### config.mk
export PLATFORM = sky130hd
export DESIGN_NAME = fetch_unit
export DESIGN_NICKNAME = d
export VERILOG_FILES = /design/src/rtl/tron_pkg.sv /design/src/rtl/fetch_unit.sv
export SDC_FILE = /design/constraint.sdc
export NUM_CORES = 1
export LEC_CHECK = 0
export CAP_MARGIN = 10
export CORE_ASPECT_RATIO = 1.2
export CORE_MARGIN = 2
export CORE_UTILIZATION = 44
export CTS_CLUSTER_SIZE = 16
export DETAILED_ROUTE_END_ITERATION = 8
export GPL_ROUTABILITY_DRIVEN = 0
export PLACE_DENSITY = 0.8
export SLEW_MARGIN = 20
export SYNTH_ARGS = -nofsm -noshare
export SYNTH_HDL_FRONTEND = slang
export SYNTH_SLANG_ARGS = --single-unit
### constraint.sdc
create_clock -name clk -period 2.1 [get_ports clk]
set_clock_uncertainty 0.05 [all_clocks]
set_input_delay 0.42 -clock clk [delete_from_list [all_inputs] [get_ports clk]]
set_output_delay 0.42 -clock clk [all_outputs]
set_load 0.01 [all_outputs]
### src/rtl/tron_pkg.sv
// Shared Tron datapath definitions: instruction width, NOP encoding,
// opcode map and the fetch stage state encoding.
package tron_pkg;

  localparam int INSTR_W = 16;
  localparam logic [INSTR_W-1:0] NOP_INSTR = 16'hE000;

  typedef enum logic [2:0] {
    IDLE,
    REQ,
    WAIT,
    DRAIN,
    HOLD
  } fetch_state_e;

  // Opcode lives in instr[15:12]; the decoder uses the same constants.
  localparam logic [3:0] OP_ADD  = 4'h0;
  localparam logic [3:0] OP_SUB  = 4'h1;
  localparam logic [3:0] OP_AND  = 4'h2;
  localparam logic [3:0] OP_OR   = 4'h3;
  localparam logic [3:0] OP_XOR  = 4'h4;
  localparam logic [3:0] OP_LDI  = 4'h5;
  localparam logic [3:0] OP_LD   = 4'h6;
  localparam logic [3:0] OP_ST   = 4'h7;
  localparam logic [3:0] OP_BEQ  = 4'h8;
  localparam logic [3:0] OP_BNE  = 4'h9;
  localparam logic [3:0] OP_JMP  = 4'hA;
  localparam logic [3:0] OP_JAL  = 4'hB;
  localparam logic [3:0] OP_SHL  = 4'hC;
  localparam logic [3:0] OP_SHR  = 4'hD;
  localparam logic [3:0] OP_NOP  = 4'hE;
  localparam logic [3:0] OP_HALT = 4'hF;

  function automatic logic [3:0] opcode_of(input logic [INSTR_W-1:0] instr);
    return instr[INSTR_W-1 -: 4];
  endfunction

endpackage

### src/rtl/fetch_unit.sv
// Tron instruction fetch: PC, single-outstanding imem read, instruction
// register with valid/ready handoff to decode, and redirect/squash.
module fetch_unit
  import tron_pkg::*;
#(
  parameter int                ADDR_W   = 16,
  parameter logic [ADDR_W-1:0] RESET_PC = '0
) (
  input  logic               clk,
  input  logic               reset,
  output logic               mem_req,
  output logic [ADDR_W-1:0]  mem_addr,
  input  logic [INSTR_W-1:0] mem_rdata,
  input  logic               mem_rvalid,
  output logic [INSTR_W-1:0] ir,
  output logic [ADDR_W-1:0]  ir_pc,
  output logic               ir_valid,
  input  logic               ir_ready,
  input  logic               redirect,
  input  logic [ADDR_W-1:0]  redirect_pc
);

  fetch_state_e      state, state_nxt;
  logic [ADDR_W-1:0] pc, pc_nxt;
  logic              capture;
  logic              release_ir;

  always_comb begin
    state_nxt  = state;
    pc_nxt     = pc;
    capture    = 1'b0;
    release_ir = 1'b0;
    unique case (state)
      IDLE: begin
        state_nxt = REQ;
        if (redirect) pc_nxt = redirect_pc;
      end
      REQ: begin
        // The request strobed this cycle is in flight either way.
        state_nxt = redirect ? DRAIN : WAIT;
        if (redirect) pc_nxt = redirect_pc;
      end
      WAIT: begin
        if (redirect) begin
          pc_nxt    = redirect_pc;
          state_nxt = mem_rvalid ? REQ : DRAIN;
        end else if (mem_rvalid) begin
          capture   = 1'b1;
          pc_nxt    = pc + ADDR_W'(1);
          state_nxt = HOLD;
        end
      end
      DRAIN: begin
        // Any response here retires the one outstanding read, so it ends
        // the drain even when a redirect lands in the same cycle.
        if (redirect) pc_nxt = redirect_pc;
        if (mem_rvalid) state_nxt = REQ;
      end
      HOLD: begin
        if (redirect) begin
          pc_nxt     = redirect_pc;
          release_ir = 1'b1;
          state_nxt  = REQ;
        end else if (ir_valid && ir_ready) begin
          release_ir = 1'b1;
          state_nxt  = REQ;
        end
      end
      default: state_nxt = IDLE;
    endcase
  end

  always_ff @(posedge clk) begin
    if (reset) begin
      state    <= IDLE;
      pc       <= RESET_PC;
      ir       <= NOP_INSTR;
      ir_pc    <= '0;
      ir_valid <= 1'b0;
    end else begin
      state <= state_nxt;
      pc    <= pc_nxt;
      if (capture) begin
        ir       <= mem_rdata;
        ir_pc    <= pc;
        ir_valid <= 1'b1;
      end else if (release_ir) begin
        ir_valid <= 1'b0;
      end
    end
  end

  assign mem_req  = (state == REQ);
  assign mem_addr = pc;

endmodule
Word-level counts from Yosys, hierarchy flattened
Cells that the tools add are included.
Widths: inputs -> output; s select.
- flip-flop bits (word level): 52
- input port bits: 37
- output and inout port bits: 50
- logic and storage cells: 41
- add/sub/neg operators: 1
- equality and inequality tests: 8
- mux-type cells: 20
- reduce and logical (&&, ||, !) cells: 7
- operators with widths (operator ; count):
    $mux 16 ; 3
    $pmux 16 s2 ; 1
    $add 16x1->16 const B ; 1
    $mux 3 ; 5
    $pmux 3 s5 ; 1
    $mux 1 ; 9
    $eq 3x2->1 const B ; 2
    $ne 3x3->1 const B ; 2
    $reduce_and 3->1 ; 2
    $reduce_bool 2->1 ; 2
    $reduce_or 4->1 ; 1
    $eq 3x1->1 const B ; 1
    $eq 3x3->1 const B ; 1
    $logic_not 3->1 ; 1
    $mux 2 ; 1
    $ne 2x1->1 const B ; 1
    $ne 2x2->1 const B ; 1
    $logic_and 1x1->1 ; 1

Longest topological paths before layout
- depth after elaboration: 6
- depth in mapped cells: 8
- gate-level depth less buffers: 6

Least setup slack after synthesis
Ideal clock, no wire load.
- path type: reg2reg
- start: reg pc[4] (netlist: mem_addr[4])
- end: reg pc[13] (netlist: mem_addr[13])
- setup time: 0.077 ns
- arrival: 1.634 ns
- data required time: 1.973 ns
- slack: 0.339 ns
- stages on the path, launching flop included: 7
- path buffers: 1
- clock period less this slack: 1.761 ns
- cell sequence: dfxtp_1 > buf_2 > and4_1 > and3_1 > nand3_1 > or4_1 > a41oi_2
- word-level cells in the longest chain between the ends: 4
- RTL lines (item ; RTL line ; text):
    start, declared ; fetch_unit.sv:24 ; logic [ADDR_W-1:0] pc, pc_nxt;
    start signal, assigned ; fetch_unit.sv:82 ; pc <= pc_nxt;
    $add 16x1->16 ; fetch_unit.sv:49 ; pc_nxt = pc + ADDR_W'(1);
    $mux 16 ; fetch_unit.sv:47 ; end else if (mem_rvalid) begin
    $mux 16 ; fetch_unit.sv:44 ; if (redirect) begin
    $pmux 16 s2 ; fetch_unit.sv:33 ; unique case (state)
Every way passes these cells. The select of a mux whose other input is x is not followed.
A chain may end at the register's enable or synchronous reset.

Worst setup path in the final report
- start: reg state[0]
- end: out mem_req
- word-level cells in the longest chain between the ends: 1
- RTL lines (item ; RTL line ; text):
    start, declared ; fetch_unit.sv:23 ; fetch_state_e state, state_nxt;
    start signal, assigned ; fetch_unit.sv:81 ; state <= state_nxt;
    $eq 3x1->1 ; fetch_unit.sv:93 ; assign mem_req = (state == REQ);
    end, declared ; fetch_unit.sv:11 ; output logic mem_req,
Every way passes these cells.

==> results.md <==
- The worst setup path is captured at a primary output.
- The placeable core region is 0.00523 mm^2.
- The fraction of layout instances using a drive strength above 1 is 0.0918.
- On the worst path, the slowest cell contributes a delay of 0.57 ns.
- The placed instances occupy a cell area of 0.00335 mm^2.
- The post-synthesis cell count is 303.
- After floorplanning, the core was divided into 29 placement rows.
- The most area-hungry cell type in the Yosys netlist is sky130_fd_sc_hd__dfxtp_1.
- Of all flip-flops after synthesis, the portion carrying an async set or reset was 0.
- In this run the worst path has a maximum fanout of 8.
- The average detailed-routed wire length per instance is 13.8 um.
- The kind of path behind the tightest hold check is reg -> reg.
- The required time at the worst-slack endpoint is 1.63 ns.
- The post-route setup TNS is 0 ns.
- Max-cap violations in this run came to 0.
- The area added between synthesis and finish is 46.7%.
- The total power draw is 2.05 mW.
- The analysis attributes to cell leakage a power of 1.23 nW.
- The count of endpoints failing setup in the final report is 0.
- The type of the worst setup path is reg -> out.
- Once detailed placement completed, the half-perimeter wirelength came to 4.46 mm.
- The synthesized netlist net count is 341.
- A synthesized cell averages 7.72 um^2.
- Counting flops and latches in the post-synthesis netlist gives 52.
- The arrival time at the worst endpoint is 1.53 ns.
- The number of placed instances, taps included, is 447.
- The signal on the critical path passes through nor3b_1 > clkdlybuf4s50_1.
- The clock reaches the later pin of the worst-skew pair after 0.30 ns.
- Gates resized during post-CTS repair numbered 1.
- For this run, global-route usage on met1 was measured as 0.259.
- The floorplan step set the die width to 70.6 um.
- On the critical path, the stage with the largest delay is an instance of sky130_fd_sc_hd__clkdlybuf4s50_1.
- The post-synth design cell area is 0.00234 mm^2.
- The first global-routing pass estimated 10.7 mm of wire.
- Ranked by total cell area, the synthesized netlist is headed by sky130_fd_sc_hd__dfxtp_1, sky130_fd_sc_hd__nand2_1, sky130_fd_sc_hd__a21oi_1, sky130_fd_sc_hd__nor2_1, sky130_fd_sc_hd__o21ai_0.
- The initial core utilization is 0.448.
- The pin count of the biggest net entering global routing is 33.
- The cell sitting at the root of the clock tree is a sky130_fd_sc_hd__clkbuf_8.
- Buffers placed on the I/O ports in this run total 86.
- CTS built an H-tree with a depth of 2.
- The highest achievable clock rate is 0.500 GHz.
- The worst hold slack after final layout is 0.405 ns.
- sky130_fd_sc_hd__nand2_1 is the most common cell in the netlist.
- The post-route cell area is 0.00343 mm^2.
- The number of antenna violations at the first check in global routing is 0.
- The vertical extent of the die is 83.9 um.
- The met2 track utilization from global routing is 0.392.
- The final antenna diode count is 0.
- The first detailed-routing pass ran for 4 iterations.
- Yosys mapped the design onto 46 distinct sky130hd cell types.
- The number of sinks on the clock net is 52.
- The layer with the highest usage after global routing is met2.
- The die area is 0.00592 mm^2.
- The total of warnings raised by yosys is 0.
- The final hold violation count came to 0.
- In the final design database the tool counted 430 nets.
- The number of slew-limit violations in the final report is 0.
- Setup repair after global routing left no endpoint under its margin.
- TritonCTS built the clock tree.
- Post-CTS timing repair inserted 0 buffers for setup.
- Counting flops with a built-in enable in the synthesized netlist gives 0.
- The number of clock buffers inserted by TritonCTS is 5.
- By count the netlist is led by sky130_fd_sc_hd__nand2_1, sky130_fd_sc_hd__dfxtp_1, sky130_fd_sc_hd__a21oi_1.
- The largest voltage drop on the vdd net is 0.000470 V.
- The vias after detailed routing is 2441.
- The met3 track utilization from global routing is 0.0471.
- Of the synthesized area, sequential elements account for 0.445.
- The proportion of netlist area held by the largest area contributor is 0.445.
- The post-route fraction of the period consumed by the critical path is 0.953.
- After the first detailed-routing iteration, the DRC count stood at 110.
- The slew at the pin closest to its max-slew limit is 0.813 ns.
- For this block, the routed nets add up to 6.27 mm of wire.
- After detailed routing, the number of vias per cell comes to 5.38.
- The power density relative to cell area is 597 mW/mm^2.
- The number of inserted filler cells in the final layout is 479.
- The run finished with clean final reports.
- The number of nets still failing antenna checks after routing is 0.
- The clock passes through at most 2 buffers.
- Among all flip-flop cells after synthesis, the most frequent one is sky130_fd_sc_hd__dfxtp_1.
- Summed over all layers, the global routing overflow is 0.
- The sort of element at the start of the critical path is a flop.
- The final routed DRC violation total is 0.
- For this design, the CTS-stage hold fixing added 0 buffers.
- The clock-pin slew reported for the worst setup and hold paths after clock tree synthesis is 0.09 ns.
- The count of boundary I/O pins is 87.
- The total track usage is 0.216.
- The via count of the first global-routing pass is 2349.
- The count of non-filler cells in the finished layout is 454.
- The worst pin sits at a relative slew slack of 0.457.
- Counting I/O delays and the setup requirement, the final critical path takes 2.00 ns.
==> cell families after synthesis <==
logic type | after synthesis | synth area share
and+or+nand+nor | 138 | 0.272
AOI/OAI and AO/OA | 83 | 0.217
DFF | 52 | 0.445
buffers and inverters | 27 | 0.0503
muxes | 2 | 0.0102
adders and majority gates | 1 | 0.00535
==> layer usage <==
metal	wire [um]	part of all wire
met2	3170	0.51
met3	354	0.056
met4	57	0.0091
met1	2690	0.43
met5	0	0
==> layout by cell type, fill, tap and decap left out, types with 3 or more instances in the layout <==
| master | instances |
|---|---|
| sky130_fd_sc_hd__clkdlybuf4s50_1 | 85 |
| sky130_fd_sc_hd__nand2_1 | 80 |
| sky130_fd_sc_hd__dfxtp_1 | 51 |
| sky130_fd_sc_hd__a21oi_1 | 48 |
| sky130_fd_sc_hd__buf_4 | 22 |
| sky130_fd_sc_hd__nor2_1 | 17 |
| sky130_fd_sc_hd__o21ai_0 | 12 |
| sky130_fd_sc_hd__nand3_1 | 10 |
| sky130_fd_sc_hd__and3_1 | 6 |
| sky130_fd_sc_hd__clkbuf_8 | 5 |
| sky130_fd_sc_hd__o31ai_1 | 3 |
| sky130_fd_sc_hd__a211oi_1 | 3 |
| sky130_fd_sc_hd__nand3b_1 | 3 |
==> flip-flops by register name (all words and copies together) (netlist names) <==
register	count
ir	16
ir_pc	16
mem_addr	16
ir_valid	1
state	3
==> power breakdown <==
part / leakage [nW] / switching [mW] / internal [mW] / total, mW
clock network: 0.0400 / 0.318 / 0.226 / 0.544
registers: 0.424 / 0.0593 / 1.03 / 1.09
logic: 0.763 / 0.183 / 0.229 / 0.412
total: 1.23 / 0.560 / 1.49 / 2.05
==> path summary, 6_finish.rpt <==
kind / slack (ns) / depth (start not counted) / endpoint / start
worst max-delay path: 0.1 / 2 / mem_req / state[0]
worst min-delay path: 0.40 / 2 / ir[8] / ir[8]
worst max register to register: 0.15 / 4 / mem_addr[13] / state[1]
worst min register to register: 0.40 / 2 / ir[8] / ir[8]
==> stage by stage <==
step | setup slack, ns | util
3_3_place_gp | -0.123 | 0.641
5_1_grt | 0.0227 | 0.657
3_5_place_dp | -0.173 | 0.641
6_report | 0.0997 | 0.657
2_1_floorplan | 0.339 | -
4_1_cts | 0.105 | 0.657
==> critical path: cells and delay by family (launching register included) <==
| family | cells | cell delay (ns) |
|---|---|---|
| buf+inv | 1 | 0.57 |
| flops | 1 | 0.43 |
| simple gates | 1 | 0.23 |
==> cell type report <==
class	instances	area (um^2)	share of cell area
clock buffer	5	68.8	0.0201
tap	62	77.6	0.0226
multi-input combinational	224	1190	0.346
sequential	52	1040	0.304
clock inverter	2	12.5	0.00365
timing repair buffer	109	1040	0.303
No activity file was read; power rests on OpenSTA's default activity.
